`src/rtl/lsu_pkg.sv`:
```
// Shared definitions for the memory-stage load/store unit: RV32I load/store
// funct3 encodings, the LSU state enum and store lane helpers.
// Optional build macro used by the LSU: LSU_MISALIGN_TRAP_EN.
package lsu_pkg;

  // RV32I load funct3 encodings
  localparam logic [2:0] F3_LB  = 3'b000;
  localparam logic [2:0] F3_LH  = 3'b001;
  localparam logic [2:0] F3_LW  = 3'b010;
  localparam logic [2:0] F3_LBU = 3'b100;
  localparam logic [2:0] F3_LHU = 3'b101;

  // RV32I store funct3 encodings
  localparam logic [2:0] F3_SB  = 3'b000;
  localparam logic [2:0] F3_SH  = 3'b001;
  localparam logic [2:0] F3_SW  = 3'b010;

  typedef enum logic [1:0] {
    ST_IDLE     = 2'd0,
    ST_WAIT_GNT = 2'd1,
    ST_WAIT_RD  = 2'd2
  } lsu_state_e;

  // Byte enables for a store; unknown funct3 behaves as a full word.
  function automatic logic [3:0] store_be(input logic [2:0] funct3,
                                          input logic [1:0] off);
    logic [3:0] be;
    case (funct3)
      F3_SB:   be = 4'b0001 << off;
      F3_SH:   be = 4'b0011 << {off[1], 1'b0};
      default: be = 4'b1111;
    endcase
    return be;
  endfunction

  // Store data replicated across every lane the access could hit.
  function automatic logic [31:0] store_wdata(input logic [2:0]  funct3,
                                              input logic [31:0] rs2);
    logic [31:0] wd;
    case (funct3)
      F3_SB:   wd = {4{rs2[7:0]}};
      F3_SH:   wd = {2{rs2[15:0]}};
      default: wd = rs2;
    endcase
    return wd;
  endfunction

  // Misaligned when the offset is not a multiple of the access size.
  // Byte accesses never misalign; unknown funct3 is sized as a word.
  function automatic logic is_misaligned(input logic [2:0] funct3,
                                         input logic [1:0] off);
    logic m;
    case (funct3)
      F3_LB, F3_LBU: m = 1'b0;
      F3_LH, F3_LHU: m = off[0];
      default:       m = (off != 2'b00);
    endcase
    return m;
  endfunction

endpackage

```
`src/rtl/lsu_load_align.sv`:
```
// Load data alignment: picks the addressed byte/half out of the read word
// and sign- or zero-extends it according to funct3.
module lsu_load_align
  import lsu_pkg::*;
(
  input  logic [31:0] rdata,
  input  logic [1:0]  off,
  input  logic [2:0]  funct3,
  output logic [31:0] data
);

  logic [7:0]  byte_v;
  logic [15:0] half_v;

  // Lane selection followed by extension; unknown funct3 passes the word.
  always_comb begin
    byte_v = rdata[7:0];
    case (off)
      2'd0: byte_v = rdata[7:0];
      2'd1: byte_v = rdata[15:8];
      2'd2: byte_v = rdata[23:16];
      2'd3: byte_v = rdata[31:24];
      default: byte_v = rdata[7:0];
    endcase
    half_v = off[1] ? rdata[31:16] : rdata[15:0];
    case (funct3)
      F3_LB:   data = {{24{byte_v[7]}}, byte_v};
      F3_LH:   data = {{16{half_v[15]}}, half_v};
      F3_LBU:  data = {24'd0, byte_v};
      F3_LHU:  data = {16'd0, half_v};
      default: data = rdata;
    endcase
  end

endmodule

```
`src/rtl/mem_stage_lsu.sv`:
```
// Memory-stage load/store unit. Issues one data-memory access at a time
// over req/gnt/rvalid, aligns load data and drives the MEM/WB write port.
// Handshake: a request is accepted in the cycle dmem_req_o and dmem_gnt_i
// are both high; request fields stay stable from first assertion until
// that cycle. Read data is taken in a later cycle with dmem_rvalid_i high.
// Build option LSU_MISALIGN_TRAP_EN: misaligned accesses are refused and
// reported on misalign_o instead of being aligned down.
module mem_stage_lsu
  import lsu_pkg::*;
#(
  parameter int ADDR_W = 32,
  parameter int DATA_W = 32
) (
  input  logic              clk_i,
  input  logic              rst_i,
  input  logic              ex_valid_i,
  input  logic              ex_is_load_i,
  input  logic              ex_is_store_i,
  input  logic [2:0]        ex_funct3_i,
  input  logic [DATA_W-1:0] ex_alu_result_i,
  input  logic [DATA_W-1:0] ex_store_data_i,
  input  logic [4:0]        ex_rd_addr_i,
  input  logic              ex_rd_wren_i,
  output logic              dmem_req_o,
  output logic              dmem_we_o,
  output logic [ADDR_W-1:0] dmem_addr_o,
  output logic [3:0]        dmem_be_o,
  output logic [DATA_W-1:0] dmem_wdata_o,
  input  logic              dmem_gnt_i,
  input  logic              dmem_rvalid_i,
  input  logic [DATA_W-1:0] dmem_rdata_i,
  output logic              stall_o,
  output logic              misalign_o,
  output logic              rd_wren_o,
  output logic [4:0]        rd_addr_o,
  output logic [DATA_W-1:0] wb_data_o
);

  lsu_state_e        state_q;
  logic              we_q;
  logic [ADDR_W-1:0] addr_q;
  logic [3:0]        be_q;
  logic [DATA_W-1:0] wdata_q;
  logic [2:0]        funct3_q;
  logic [1:0]        off_q;
  logic [4:0]        rd_q;
  logic              wren_q;

  logic              is_mem;
  logic              mis;
  logic              mem_go;
  logic [ADDR_W-1:0] ex_addr_word;
  logic [3:0]        ex_be;
  logic [DATA_W-1:0] ex_wdata;
  logic [DATA_W-1:0] load_data;

  assign is_mem       = ex_valid_i & (ex_is_load_i | ex_is_store_i);
`ifdef LSU_MISALIGN_TRAP_EN
  assign mis          = is_mem & is_misaligned(ex_funct3_i, ex_alu_result_i[1:0]);
`else
  assign mis          = 1'b0;
`endif
  assign mem_go       = is_mem & ~mis;
  assign ex_addr_word = {ex_alu_result_i[ADDR_W-1:2], 2'b00};
  assign ex_be        = ex_is_store_i ? store_be(ex_funct3_i, ex_alu_result_i[1:0])
                                      : 4'b1111;
  assign ex_wdata     = ex_is_store_i ? store_wdata(ex_funct3_i, ex_store_data_i)
                                      : '0;

  lsu_load_align u_align (
    .rdata  (dmem_rdata_i),
    .off    (off_q),
    .funct3 (funct3_q),
    .data   (load_data)
  );

  // Access sequencing and request-field capture on leaving IDLE.
  always_ff @(posedge clk_i) begin
    if (rst_i) begin
      state_q  <= ST_IDLE;
      we_q     <= 1'b0;
      addr_q   <= '0;
      be_q     <= 4'b0000;
      wdata_q  <= '0;
      funct3_q <= 3'b000;
      off_q    <= 2'b00;
      rd_q     <= 5'd0;
      wren_q   <= 1'b0;
    end else begin
      case (state_q)
        ST_IDLE: begin
          if (mem_go) begin
            we_q     <= ex_is_store_i;
            addr_q   <= ex_addr_word;
            be_q     <= ex_be;
            wdata_q  <= ex_wdata;
            funct3_q <= ex_funct3_i;
            off_q    <= ex_alu_result_i[1:0];
            rd_q     <= ex_rd_addr_i;
            wren_q   <= ex_rd_wren_i;
            if (!dmem_gnt_i)        state_q <= ST_WAIT_GNT;
            else if (!ex_is_store_i) state_q <= ST_WAIT_RD;
          end
        end
        ST_WAIT_GNT: begin
          if (dmem_gnt_i) state_q <= we_q ? ST_IDLE : ST_WAIT_RD;
        end
        ST_WAIT_RD: begin
          if (dmem_rvalid_i) state_q <= ST_IDLE;
        end
        default: state_q <= ST_IDLE;
      endcase
    end
  end

  // Output decode: pass-through in IDLE, held request while waiting for
  // grant, load writeback on rvalid; everything forced low under reset.
  always_comb begin
    dmem_req_o   = 1'b0;
    dmem_we_o    = 1'b0;
    dmem_addr_o  = '0;
    dmem_be_o    = 4'b0000;
    dmem_wdata_o = '0;
    stall_o      = 1'b0;
    misalign_o   = 1'b0;
    rd_wren_o    = 1'b0;
    rd_addr_o    = 5'd0;
    wb_data_o    = '0;
    if (!rst_i) begin
      case (state_q)
        ST_IDLE: begin
          if (mem_go) begin
            dmem_req_o   = 1'b1;
            dmem_we_o    = ex_is_store_i;
            dmem_addr_o  = ex_addr_word;
            dmem_be_o    = ex_be;
            dmem_wdata_o = ex_wdata;
            stall_o      = ~(ex_is_store_i & dmem_gnt_i);
          end else if (mis) begin
            misalign_o = 1'b1;
          end else begin
            wb_data_o = ex_alu_result_i;
            rd_addr_o = ex_rd_addr_i;
            rd_wren_o = ex_valid_i & ex_rd_wren_i & (ex_rd_addr_i != 5'd0);
          end
        end
        ST_WAIT_GNT: begin
          dmem_req_o   = 1'b1;
          dmem_we_o    = we_q;
          dmem_addr_o  = addr_q;
          dmem_be_o    = be_q;
          dmem_wdata_o = wdata_q;
          stall_o      = ~(dmem_gnt_i & we_q);
        end
        ST_WAIT_RD: begin
          if (dmem_rvalid_i) begin
            wb_data_o = load_data;
            rd_addr_o = rd_q;
            rd_wren_o = wren_q & (rd_q != 5'd0);
          end else begin
            stall_o = 1'b1;
          end
        end
        default: stall_o = 1'b0;
      endcase
    end
  end

endmodule

```
`config.mk`:
```
export PLATFORM = sky130hd
export DESIGN_NAME = mem_stage_lsu
export DESIGN_NICKNAME = d
export VERILOG_FILES = /design/src/rtl/lsu_pkg.sv /design/src/rtl/lsu_load_align.sv /design/src/rtl/mem_stage_lsu.sv
export SDC_FILE = /design/constraint.sdc
export NUM_CORES = 1
export LEC_CHECK = 0
export CAP_MARGIN = 30
export CORE_MARGIN = 2
export CORE_UTILIZATION = 40
export CTS_BUF_LIST = sky130_fd_sc_hd__clkbuf_4 sky130_fd_sc_hd__clkbuf_8
export CTS_CLUSTER_SIZE = 16
export DETAILED_ROUTE_END_ITERATION = 7
export PLACE_DENSITY = 0.87
export SLEW_MARGIN = 10
export SYNTH_ARGS = -nofsm -noshare
export SYNTH_HDL_FRONTEND = slang
export SYNTH_HIERARCHICAL = 1
export SYNTH_SLANG_ARGS = --single-unit
```
`constraint.sdc`:
```
create_clock -name clk_i -period 5.5 [get_ports clk_i]
set_input_delay 1.1 -clock clk_i [delete_from_list [all_inputs] [get_ports clk_i]]
set_output_delay 1.1 -clock clk_i [all_outputs]
set_load 0.02 [all_outputs]
```
# ---- After elaboration in Yosys (flattened, before gate mapping)
# Cells that the tools add are included.
dict set report word_totals {
  input_bits 112
  elab_cells 86
  reg_bits 80
}
dict set report op_classes {
  n_reduce_logical 8
  n_mux 45
  bitwise 9
  eq_ne 13
  shift 2
}
# cell n
set ops {}
lappend ops {{$mux 32} 8}
lappend ops {{$pmux 32 s2} 4}
lappend ops {{$pmux 32 s4} 1}
lappend ops {{$pmux 8 s4} 1}
lappend ops {{$mux 16} 1}
lappend ops {{$pmux 4 s2} 2}
lappend ops {{$mux 5} 3}
lappend ops {{$mux 2} 6}
lappend ops {{$mux 4} 3}
lappend ops {{$mux 1} 10}
lappend ops {{$pmux 5 s2} 1}
lappend ops {{$reduce_bool 5->1} 2}
lappend ops {{$and 1x1->1} 6}
lappend ops {{$eq 2x2->1 const B} 3}
lappend ops {{$eq 3x1->1 const B} 2}
lappend ops {{$eq 3x3->1 const B} 2}
lappend ops {{$logic_not 3->1} 2}
lappend ops {{$ne 2x2->1 const B} 3}
lappend ops {{$pmux 1 s2} 3}
lappend ops {{$pmux 2 s3} 1}
lappend ops {{$eq 2x1->1 const B} 2}
lappend ops {{$logic_not 2->1} 2}
lappend ops {{$reduce_and 4->1} 1}
lappend ops {{$shl 1x2->4 const A} 1}
lappend ops {{6 further kinds} 7}

# ---- Logic depth before layout (Yosys ltp)
dict set report logic_depth {
  ltp_word 6
  mapped_depth 9
  depth_no_buf 6
}

# ---- Modules after synthesis
# The synthesis kept the hierarchy.
# mod cells_per_inst instances area_each_um2
set modules_own_cells {}
lappend modules_own_cells {mem_stage_lsu 648 1 4621.9}
lappend modules_own_cells {lsu_load_align 110 1 649.4}

# ---- Least setup slack after synthesis
# No wires, ideal clock.
dict set report synth_timing {
  path_kind {in2out}
  from {in dmem_rdata_i[31]}
  to {out wb_data_o[15]}
  arrival_time_ns 2.395
  setup_slack_ns 2.005
  stages 8
  path_cell_list {mux4_2 nand3b_4 o41a_2 buf_6 buf_6 nand2_1 a22oi_1 nor2_1}
}
dict set report synth_via {
  elab_chain_cells 5
  elab_cells_between_ends 6
  classes_between {6 x mux}
}
# item line_no
set synth_rtl {}
lappend synth_rtl {{start: declaration} mem_stage_lsu.sv:31} ;# input logic [DATA_W-1:0] dmem_rdata_i,
lappend synth_rtl {{$pmux 8 s4 / $mux 16 (equally long branches)} {lsu_load_align.sv:18, lsu_load_align.sv:25}}
lappend synth_rtl {{$pmux 32 s4 *} lsu_load_align.sv:26} ;# case (funct3)
lappend synth_rtl {{via load_data[15]} mem_stage_lsu.sv:55} ;# logic [DATA_W-1:0] load_data;
lappend synth_rtl {{$mux 32 *} mem_stage_lsu.sv:156} ;# if (dmem_rvalid_i) begin
lappend synth_rtl {{$pmux 32 s2 *} mem_stage_lsu.sv:130} ;# case (state_q)
lappend synth_rtl {{$mux 32 *} mem_stage_lsu.sv:129} ;# if (!rst_i) begin
lappend synth_rtl {{end: declaration} mem_stage_lsu.sv:36} ;# output logic [DATA_W-1:0] wb_data_o
# The timed path passes the listed nets; every way through them passes the cells marked *.

# ---- Worst setup path in the final report
dict set report layout_timing {
  from {in ex_is_store_i}
  to {out dmem_wdata_o[10]}
}
dict set report layout_via {
  elab_chain_cells 5
  elab_cells_between_ends 6
  classes_between {4 x mux; 2 x bitwise}
}
# item line_no
set layout_rtl {}
lappend layout_rtl {{start: declaration} mem_stage_lsu.sv:18} ;# input logic ex_is_store_i,
lappend layout_rtl {{$or 1x1->1} mem_stage_lsu.sv:57} ;# assign is_mem = ex_valid_i & (ex_is_load_i | ex_is_store_i);
lappend layout_rtl {{$and 1x1->1} mem_stage_lsu.sv:57}
lappend layout_rtl {{$mux 32 *} mem_stage_lsu.sv:132} ;# if (mem_go) begin
lappend layout_rtl {{$pmux 32 s2 *} mem_stage_lsu.sv:130}
lappend layout_rtl {{$mux 32 *} mem_stage_lsu.sv:129}
lappend layout_rtl {{end: declaration} mem_stage_lsu.sv:28} ;# output logic [DATA_W-1:0] dmem_wdata_o,
# Mark *: on every way between the ends. The rest lies on a longest branch, timed or not.

==> impl_metrics.csv <==
group,metric,value,unit
status,outcome,"finished clean",
power,p_per_area,222,mW/mm^2
drt,drc,0,
power,vdd_ir_drop_max,0.000163,V
finish,fin_util,0.594,
logic_synthesis,yosysWarningCount,6,
place,gp_congestion,0.898,
finish,stdcell_count,1108,
die,initial_core_util,0.414,
grt,track_usage,0.263,
die,fp-row-count,41,
logic_synthesis,ys_types,46,
logic_synthesis,synth_top_area_frac,0.304,
place,dpl_cell_area,0.00732,sq mm
clocking,cts_sinks,80,
die,die_h,119,microns
critical_path,r2r_slack,3.13,ns
critical_path,path_max_fanout,29,
grt,grt_pass1_wl,30000,microns
place,hpwl,13700,microns
logic_synthesis,synth_ff_type,"dfxtp_1",
critical_path,crit_top_cell,"clkdlybuf4s50_1",
sta,fin_hold_ws,0.456,ns
logic_synthesis,syn_area_per_cell,6.95,sq um
power,p_leak,2.60,nW
critical_path,worstPathArrival,3.62,ns
critical_path,critPathLaunchType,"input port",
finish,area_delta_synth_final,43.2,%
run,cap_violations,0,
clocking,cts_max_path_buffers,2,
drt,via_per_inst,5.53,
place,place_ws,0.803,ns
sta,maxSlewViolCount,0,
finish,drive_gt1_frac,0.0812,
drt,antenna_left,0,
clocking,postCtsSetupRepairBufs,0,
sta,fin_crit,4.72,ns
sta,setup_tns,0,ns
clocking,post_cts_resize_count,0,
sta,final-setup-viol-count,0,
drt,wl_per_cell,17.2,microns
logic_synthesis,ys_ff_latch,80,
worst_hold_path,hp-class,"flip-flop to flip-flop",
logic_synthesis,synthMostInstantiatedCell,"nand2_1",
sta,relSlewSlack,0.371,
sta,hold_viol,0,
logic_synthesis,yosysTopAreaCell,"dfxtp_1",
die,die_x,119,microns
logic_synthesis,yosysSeqAreaShare,0.304,
critical_path,crit_path_end_kind,"primary output",
place,portBuffers,218,
sta,setup_ws,0.776,ns
critical_path,cpLargestDelayFamily,"buffers and inverters",
die,io_pins,222,
critical_path,crit_type,"input port to primary output",
drt,wl,19100,microns
finish,final_cell_area,0.00755,sq mm
drt,firstDrtPassIters,5,
drt,via_count,6127,
sta,finClkSkew,0.00695,ns
die,fp.coreArea,0.0127,sq mm
clocking,hold_buffers,0,
clocking,root_buffer,"clkbuf_8",
critical_path,required,4.40,ns
finish,antenna-diode-count,0,
power,fin_total_pwr,1.68,mW
finish,layout.nets,1043,
die,die_area,0.0141,sq mm
grt,overflow,0,
sta,rsz0062_at_grt,"no",
logic_synthesis,synth.area.top_cells,"dfxtp_1, nand2_1, a21oi_1",
sta,fin_crit_sh,0.859,
critical_path,critPathMaxStageDelay,0.72,ns
critical_path,cp_num_buf_inv,2,
critical_path,slowest_stage,"and4bb_2",
logic_synthesis,synth_cells,758,
clocking,cts_buffers,9,
logic_synthesis,synth-edff-count,0,
critical_path,crit_chain,"clkdlybuf4s50_1, and4bb_2, o211a_4, o21ai_2, a21oi_1, clkdlybuf4s50_1",
logic_synthesis,netlist_area,0.00527,sq mm
grt,antenna_found_initial,0,
clocking,clkTransAtPathRegs,0.08,ns
sta,tightest_slew,0.941,ns
clocking,clk_latency,0.37,ns
clocking,htree_levels,3,
sta,max_freq,212,MHz
clocking,cts_tree,"done",
drt,drt-initial-drc-count,630,
grt,grt_pass1_vias,5689,
grt,grt_start_max_net_pins,81,
place,dp_cells,1092,
logic_synthesis,synthArstFlopShare,0,
finish,fill_cells,1200,
logic_synthesis,synthTopCellsByCount,"nand2_1, a21oi_1, dfxtp_1, a22oi_1, nor2_1",
## worst min-delay path, cell delays in order (launching register included)
cell and delay [ns]:
dfxtp_1 0.31, nand2_1 0.05, a21oi_1 0.05
## registers in the layout, summed over array words and instances, names as in the netlist
| signal | count |
|---|---|
| addr_q | 30 |
| be_q | 4 |
| rd_q | 5 |
| wdata_q | 32 |
| off_q | 2 |
| funct3_q | 3 |
| state_q | 2 |
| we_q | 1 |
| wren_q | 1 |
## kinds of logic (layout without fill, tap and decap cells)
logic type,count (synthesis),in the layout,share of synthesized area
flip-flops,80,80,0.304
AO/OA/AOI/OAI,248,248,0.294
buffers and inverters,73,249,0.0900
AND/OR/NAND/NOR,335,335,0.265
other,1,3,0.000711
multiplexers,21,21,0.0458
## area by class of cell
type                            instances  area (sq um)  share of cell area
Tap cell                              172           215              0.0285
Timing Repair Buffer                  229          2270               0.301
Multi-Input combinational cell        607          3220               0.426
Clock inverter                          4          77.6              0.0103
Inverter                                4          15.0             0.00199
Clock buffer                           12           153              0.0202
Sequential cell                        80          1600               0.212
## per-layer routing
layer  vias to the layer above  track usage  wire (microns)
li1                       2953            -               -
met2                       303        0.443            9090
met1                      2835        0.325            7880
met5                         -            0               0
met3                        36       0.0743            1680
met4                         0       0.0811             405
## placed cells by master (no fill, tap or decap), drive strengths merged
| cell | count |
|---|---|
| nand2 | 261 |
| a21oi | 147 |
| o21ai | 22 |
| or4 | 2 |
| mux4 | 1 |
| a22oi | 51 |
| clkdlybuf4s50 | 217 |
| inv | 4 |
| o311ai | 1 |
| o21a | 3 |
| clkinv | 2 |
| dfxtp | 80 |
| nor3 | 6 |
| buf | 12 |
| bufinv | 2 |
| or3 | 1 |
| o41a | 1 |
| a32oi | 1 |
| o2111ai | 1 |
| a41oi | 1 |
| mux2i | 5 |
| nand3b | 3 |
| nand3 | 2 |
| o21bai | 1 |
| nor2 | 48 |
| a22o | 7 |
| nor3b | 2 |
| or4b | 3 |
| o211a | 3 |
| mux2 | 15 |
| or2 | 2 |
| and4bb | 1 |
| conb | 3 |
| o211ai | 9 |
| nor2b | 4 |
| clkbuf | 12 |
## where the power goes
part	total (mW)	switching, mW	internal [mW]
clock	0.504	0.224	0.280
combinational	0.535	0.300	0.235
sequential	0.640	0.0260	0.614
total	1.68	0.550	1.13
## worst paths after layout
check | from | endpoint | cells after the start
worst max-delay path | ex_is_store_i | dmem_wdata_o[10] | 6
worst max register to register | state_q[0]$_SDFFE_PP0P_ | addr_q[14]$_SDFFE_PP0P_ | 5
worst min-delay path | addr_q[7]$_SDFFE_PP0P_ | addr_q[7]$_SDFFE_PP0P_ | 2
worst min register to register | addr_q[7]$_SDFFE_PP0P_ | addr_q[7]$_SDFFE_PP0P_ | 2
Note: power is estimated with default switching activity, not from simulation.
